===== config.mk =====
export PLATFORM = sky130hd
export DESIGN_NAME = gfx_ddr_write_arb
export DESIGN_NICKNAME = d
export VERILOG_FILES = /design/src/rtl/gfx_ddr_write_arb.sv
export SDC_FILE = /design/constraint.sdc
export NUM_CORES = 1
export LEC_CHECK = 0
export ABC_AREA = 1
export CORE_AREA = 2 2 213 215
export DETAILED_ROUTE_END_ITERATION = 12
export DIE_AREA = 0 0 215 217
export MAX_ROUTING_LAYER = met4
export PLACE_DENSITY = 0.31
export RECOVER_POWER = 25
export REMOVE_ABC_BUFFERS = 1
export SLEW_MARGIN = 20
export SYNTH_ARGS = -nofsm -noshare
export SYNTH_HDL_FRONTEND = slang
export SYNTH_SLANG_ARGS = --single-unit

===== constraint.sdc =====
create_clock -name clk -period 1.4 [get_ports clk]
set_input_delay 0.28 -clock clk [delete_from_list [all_inputs] [get_ports clk]]
set_output_delay 0.28 -clock clk [all_outputs]
set_load 0.05 [all_outputs]

===== src/rtl/gfx_ddr_write_arb.sv =====
// Two-client DDR2 write arbiter: locks the write path to one client for a whole burst.
// Define GFX_ARB_ROUND_ROBIN_EN for round-robin tie-break; default is fixed client-0 priority.

module gfx_ddr_write_arb #(
   parameter int unsigned BURST_BEATS = 2
) (
   input  logic         clk,
   input  logic         rst,
   input  logic [30:0]  c0_af_addr_din,
   input  logic         c0_af_wr_en,
   input  logic [127:0] c0_wdf_din,
   input  logic [15:0]  c0_wdf_mask_din,
   input  logic         c0_wdf_wr_en,
   output logic         c0_af_full,
   output logic         c0_wdf_full,
   input  logic [30:0]  c1_af_addr_din,
   input  logic         c1_af_wr_en,
   input  logic [127:0] c1_wdf_din,
   input  logic [15:0]  c1_wdf_mask_din,
   input  logic         c1_wdf_wr_en,
   output logic         c1_af_full,
   output logic         c1_wdf_full,
   input  logic         af_full,
   input  logic         wdf_full,
   output logic [30:0]  af_addr_din,
   output logic         af_wr_en,
   output logic [127:0] wdf_din,
   output logic [15:0]  wdf_mask_din,
   output logic         wdf_wr_en,
   output logic         owner
);

   localparam int unsigned     CntW    = $clog2(BURST_BEATS + 1);
   localparam logic [CntW-1:0] CntLoad = CntW'(BURST_BEATS - 1);
   localparam logic [CntW-1:0] CntOne  = CntW'(1);

   typedef enum logic {StIdle, StLock} state_e;

   state_e          r_state, w_state_d;
   logic [CntW-1:0] r_cnt, w_cnt_d;
   logic            r_owner, w_owner_d;
   logic            w_win, w_pass, w_sel, w_first, w_sel_wdf_en, w_accept;
`ifdef GFX_ARB_ROUND_ROBIN_EN
   logic            r_ptr, w_ptr_d;
`endif

   always_comb begin
`ifdef GFX_ARB_ROUND_ROBIN_EN
      w_win = (c0_af_wr_en && c1_af_wr_en) ? r_ptr : ~c0_af_wr_en;
`else
      w_win = ~c0_af_wr_en;
`endif
   end

   always_comb begin
      w_pass  = 1'b0;
      w_sel   = 1'b0;
      w_first = 1'b0;
      if (!rst) begin
         case (r_state)
            StIdle: begin
               if (c0_af_wr_en || c1_af_wr_en) begin
                  w_pass  = 1'b1;
                  w_sel   = w_win;
                  w_first = 1'b1;
               end
            end
            StLock: begin
               w_pass = 1'b1;
               w_sel  = r_owner;
            end
            default: ;
         endcase
      end
   end

   // DDR2 enables fire only for a fully accepted beat, so address and data FIFOs stay in step
   assign w_sel_wdf_en = w_sel ? c1_wdf_wr_en : c0_wdf_wr_en;
   assign w_accept     = w_pass & w_sel_wdf_en & ~af_full & ~wdf_full;

   always_comb begin
      w_state_d = r_state;
      w_cnt_d   = r_cnt;
      w_owner_d = r_owner;
`ifdef GFX_ARB_ROUND_ROBIN_EN
      w_ptr_d   = r_ptr;
`endif
      if (w_accept) begin
         if (w_first) begin
            if (BURST_BEATS > 1) begin
               w_state_d = StLock;
               w_owner_d = w_sel;
               w_cnt_d   = CntLoad;
            end
`ifdef GFX_ARB_ROUND_ROBIN_EN
            else begin
               w_ptr_d = ~w_sel;
            end
`endif
         end else begin
            w_cnt_d = r_cnt - CntOne;
            if (r_cnt == CntOne) begin
               w_state_d = StIdle;
`ifdef GFX_ARB_ROUND_ROBIN_EN
               w_ptr_d   = ~r_owner;
`endif
            end
         end
      end
   end

   always_ff @(posedge clk) begin
      if (rst) begin
         r_state <= StIdle;
         r_cnt   <= '0;
         r_owner <= 1'b0;
`ifdef GFX_ARB_ROUND_ROBIN_EN
         r_ptr   <= 1'b0;
`endif
      end else begin
         r_state <= w_state_d;
         r_cnt   <= w_cnt_d;
         r_owner <= w_owner_d;
`ifdef GFX_ARB_ROUND_ROBIN_EN
         r_ptr   <= w_ptr_d;
`endif
      end
   end

   assign af_addr_din  = w_sel ? c1_af_addr_din  : c0_af_addr_din;
   assign wdf_din      = w_sel ? c1_wdf_din      : c0_wdf_din;
   assign wdf_mask_din = w_sel ? c1_wdf_mask_din : c0_wdf_mask_din;
   assign af_wr_en     = w_accept & w_first;
   assign wdf_wr_en    = w_accept;

   assign c0_af_full   = (w_pass && !w_sel) ? af_full  : 1'b1;
   assign c0_wdf_full  = (w_pass && !w_sel) ? wdf_full : 1'b1;
   assign c1_af_full   = (w_pass &&  w_sel) ? af_full  : 1'b1;
   assign c1_wdf_full  = (w_pass &&  w_sel) ? wdf_full : 1'b1;
   assign owner        = r_owner;

endmodule

==> Word-level counts from Yosys, hierarchy flattened <==
Cells that the tools add are included.
{ "op_classes": {"n_eq_ne": 1, "n_bitwise": 8, "n_reduce_logical": 7, "n_mux": 19, "add_sub_neg": 1} }
{ "op_table": {"columns": ["cell", "n"], "rows": [
  ["$mux W128", 1],
  ["$mux W31", 1],
  ["$mux W16", 1],
  ["$mux W1", 13],
  ["$and A1 B1 Y1", 4],
  ["$not A1 Y1", 4],
  ["$pmux W1 S2", 2],
  ["$reduce_and A2 Y1", 2],
  ["$eq A2 B1 Y1 const B", 1],
  ["$logic_and A1 B1 Y1", 2],
  ["$mux W2", 1],
  ["$reduce_bool A2 Y1", 1],
  ["$sub A2 B1 Y2 const B", 1],
  ["$logic_not A1 Y1", 1],
  ["$logic_or A1 B1 Y1", 1]
]} }
{ "word_totals": {"regBits": 4, "output_inout_bits": 182, "input_bits": 358, "word_cells": 39} }

==> Logic depth before layout (Yosys ltp) <==
{ "depth": {"depth_word": 9, "mapped_depth": 9, "depth_no_buf": 9} }

==> Worst setup path before layout <==
No wires, ideal clock.
{ "synth_path": {"path_type": "register -> output", "startpoint": "register r_owner, in the netlist owner", "endpoint": "output port wdf_din[110]", "t_required_ps": 1120, "arrival_ps": 1831, "stages_incl_launch_ff": 9, "setup_slack_ps": -711, "path_buffers": 2, "path_cell_list": "dfxtp_1 -> inv_1 -> a21oi_1 -> nand2_2 -> inv_2 -> buf_4 -> buf_6 -> nand2_1 -> nand2_1"} }
{ "synth_between": {"elab_chain_len": 3} }
{ "synth_rtl": {"columns": ["element", "line_no", "text"], "rows": [
  ["start: declaration", "41", "logic r_owner, w_owner_d;"],
  ["start signal: assignment", "123", "r_owner <= w_owner_d;"],
  ["$pmux W1 S2", "60", "case (r_state)"],
  ["$mux W1", "59", "if (!rst) begin"],
  ["$mux W128", "131", "assign wdf_din = w_sel ? c1_wdf_din : c0_wdf_din;"],
  ["end: declaration", "27", "output logic [127:0] wdf_din,"]
]} }
Every way passes these cells.

==> Final worst setup path <==
{ "layout_path": {"startpoint": "register r_owner, in the netlist owner", "endpoint": "output port wdf_din[84]"} }
Same word-level chain as after synthesis.

==> summary.md <==
| Metric | Value |
|---|---|
| Status | `complete, but fails checks` |
| Failing checks | `setup timing` |
| RSZ-0062 raised after global routing | `true` |
| CTS tree | `yes` |
| Min cycle time layout | `2.01 ns` |
| Vias in the first global route | `5,863` |
| Max-slew violations | `0` |
| WS Path Type | `flip-flop to primary output` |
| Clock skew | `0.000518 ns` |
| CTS Sinks | `4` |
| Worst path top cell family by delay | `buffers and inverters` |
| Slowest stage delay, CP | `0.33 ns` |
| Mean Syn Cell Area | `roughly 4.1 sq um` |
| Initial antenna violation count | `2` |
| Mapped cell area | `about 0.0026 sq mm` |
| Cells after DPL | `1,768` |
| Hold Fails Final Rpt | `0` |
| Pin count of the biggest net entering global routing | `a little over 40` |
| Crit path cell chain | `inv_2, a21oi_2, buf_6, nand2_8, buf_12, buf_16, clkbuf_16, nand2_1, nand2_2, buf_12` |
| Grt ovf | `0` |
| Placed cell area | `0.0108 sq mm` |
| Most used cell, CP | `buf_12` |
| Max Fanout on Critical Path | `7` |
| Commonest non-fill, non-tap cell in the layout | `clkdlybuf4s50_1` |
| Int Pwr | `3550 uW` |
| Slowest CP cell | `dfxtp_2` |
| Vias per cell | `3.31` |
| Synthesized instance count | `621` |
| Fin area | `0.0124 sq mm` |
| Initial DRC Count | `217` |
| Comb pwr share | `91.3%` |
| Slew margin rel. | `a little under 80%` |
| Slew @ Worst Pin | `0.343 ns` |
| WHS | `0.509 ns` |
| Seq/Total Area, Yosys | `3.12%` |
| Total negative slack | `-97.73 ns` |
| CTS clk-pin slew, worst paths | `0.03 ns` |
| DP HPWL | `23,500 microns` |
| Core area | `between 0.04 and 0.05 sq mm` |
| Maximum vdd drop | `0.000200 V` |
| Nets | `1,553` |
| Clock Tree Root | `clkbuf_16` |
| Ys Warns | `0` |
| Worst-Skew Late Latency | `0.22 ns` |
| Buf+Inv Stages, Crit Path | `6` |
| Top Ports | `540` |
| Net switching share of the total power | `45.8%` |
| I/O Buffers | `between 500 and 600` |
| Share of post-route cells with drive strength above 1 | `~44%` |
| Worst Path Arrival | `between 1.5 and 2 ns` |
| CTS max path bufs | `2` |
| PD cells | `529 mW/mm^2` |
| Worst Hold Class | `flip-flop to flip-flop` |
| Startpoint types | `flip-flop` |
| Die Y | `around 220 microns` |
| Clock power share | `6.9%` |
| Chip width | `approximately 220 microns` |
| Full die area | `~0.047 sq mm` |
| Non-Filler Instances | `1,794` |
| Sequential share of power | `1.8%` |
| GRT Overall Usage | `11.4%` |
| Global-route wire length before repair | `38,700 microns` |
| Floorplan row count | `78` |
| Final WL | `approximately 29,000 microns` |
| DRT Pass-1 Iters | `4` |
| Final period util | `143%` |
| Yosys cell types | `20` |
| Routed via count | `5,942` |
| Post-route DRC violation count | `0` |
| Post-CTS Hold Fix Bufs | `0` |
| Crit. End Element | `primary output` |
| CTS H-Tree Depth | `1` |
| PnR worst setup slack | `-0.607 ns` |
| Maximum operating frequency | `498 MHz` |
| Worst EP required | `~1.1 ns` |
| Yosys reg bits | `4` |
| Antenna viol nets, final | `0` |
| Final setup vio count | `185` |
| Placer Congestion | `~0.89` |
| Area growth syn-to-layout | `381%` |
| Sw power | `2990 uW` |
| Max cap viols | `0` |
| Static leakage | `0.00556 uW` |
| Num CTS Buffers | `3` |
| Most frequent cells in the layout | `354 x clkdlybuf4s50_1, 274 x nand2_1, 209 x nand2_2` |
| WL per Instance | `16.0 microns` |
| Starting Density | `5.75%` |
worst min-delay path, cell delays in order, from the launching register on:
cell and delay [ns]:
dfxtp_4 0.35, nand2_1 0.06, o21ai_1 0.06
final cells by class:
type | count | area [sq um]
multi-input cells | 563 | 3150
repair buffers | 606 | 8230
diodes | 2 | 5.00
fillers | 4870 | 32300
flip-flops and latches | 4 | 85.1
well taps | 600 | 751
clock buffers | 3 | 75.1
inverters | 16 | 72.6
cell usage after synthesis (all sizes together):
master,instances,area share (%)
nor3,1,0.19
a21oi,2,0.54
or2,1,0.24
ha,1,0.49
nand3,6,1.2
nand2,537,79
buf,33,9.9
clkbuf,5,0.73
o21ai,4,0.92
nand4,2,0.49
dfxtp,4,3.1
inv,16,2.3
nor2,9,1.3
kinds of logic (layout without fill, tap and decap cells):
| family | after synthesis | after routing | synth area share, % |
|---|---|---|---|
| compound gates | 6 | 6 | 1.46 |
| buf+inv | 54 | 625 | 13.0 |
| fa+ha+maj | 1 | 1 | 0.487 |
| other cells | 0 | 2 | 0 |
| flops | 4 | 4 | 3.12 |
| simple gates | 556 | 556 | 81.9 |
power by group through the flow:
| stage | clock (uW) | sequential [uW] | combinational, uW |
|---|---|---|---|
| 2_1_floorplan | 0 | 123 | 2100 |
| 3_3_place_gp | 0 | 122 | 5480 |
| 3_5_place_dp | 0 | 122 | 5460 |
| 4_1_cts | 456 | 121 | 5660 |
| 5_1_grt | 472 | 120 | 6220 |
| 6_report | 448 | 120 | 5970 |
flip-flops by register name, indices dropped and copies added, names as in the netlist:
| signal | count |
|---|---|
| owner | 1 |
| r_state | 1 |
| r_cnt | 2 |
through the flow:
| stage | util, % | setup slack (ns) | power (uW) |
|---|---|---|---|
| 2_1_floorplan | - | -3.79 | 2220 |
| 3_3_place_gp | 24.1 | -0.854 | 5600 |
| 3_5_place_dp | 24.1 | -0.851 | 5580 |
| 4_1_cts | 25.3 | -0.635 | 6240 |
| 5_1_grt | 27.7 | -0.667 | 6810 |
| 6_report | 27.7 | -0.607 | 6540 |
metal layers:
metal,global-route usage [%],wire [microns],vias to the layer above
li1,-,-,2988
met1,12.8,11200,2680
met2,20.7,15300,248
met3,2.53,1800,26
met4,2.23,500,0
met5,-,0,-
timing repair:
action	4_1_cts	5_1_grt
resized for setup	100	270
buffers inserted	7	2
setup endpoints to repair	185	185
pin swaps	5	42
cloned	5	8
final timing paths:
check,startpoint,end,slack (ns),cells past startpoint
setup / recovery,owner,wdf_din[84],-0.61,10
hold / removal,r_state,r_state,0.51,2
setup reg to reg,owner,owner,-0.51,15
hold reg to reg,r_state,r_state,0.51,2
Note: power is estimated with default switching activity, not from simulation.
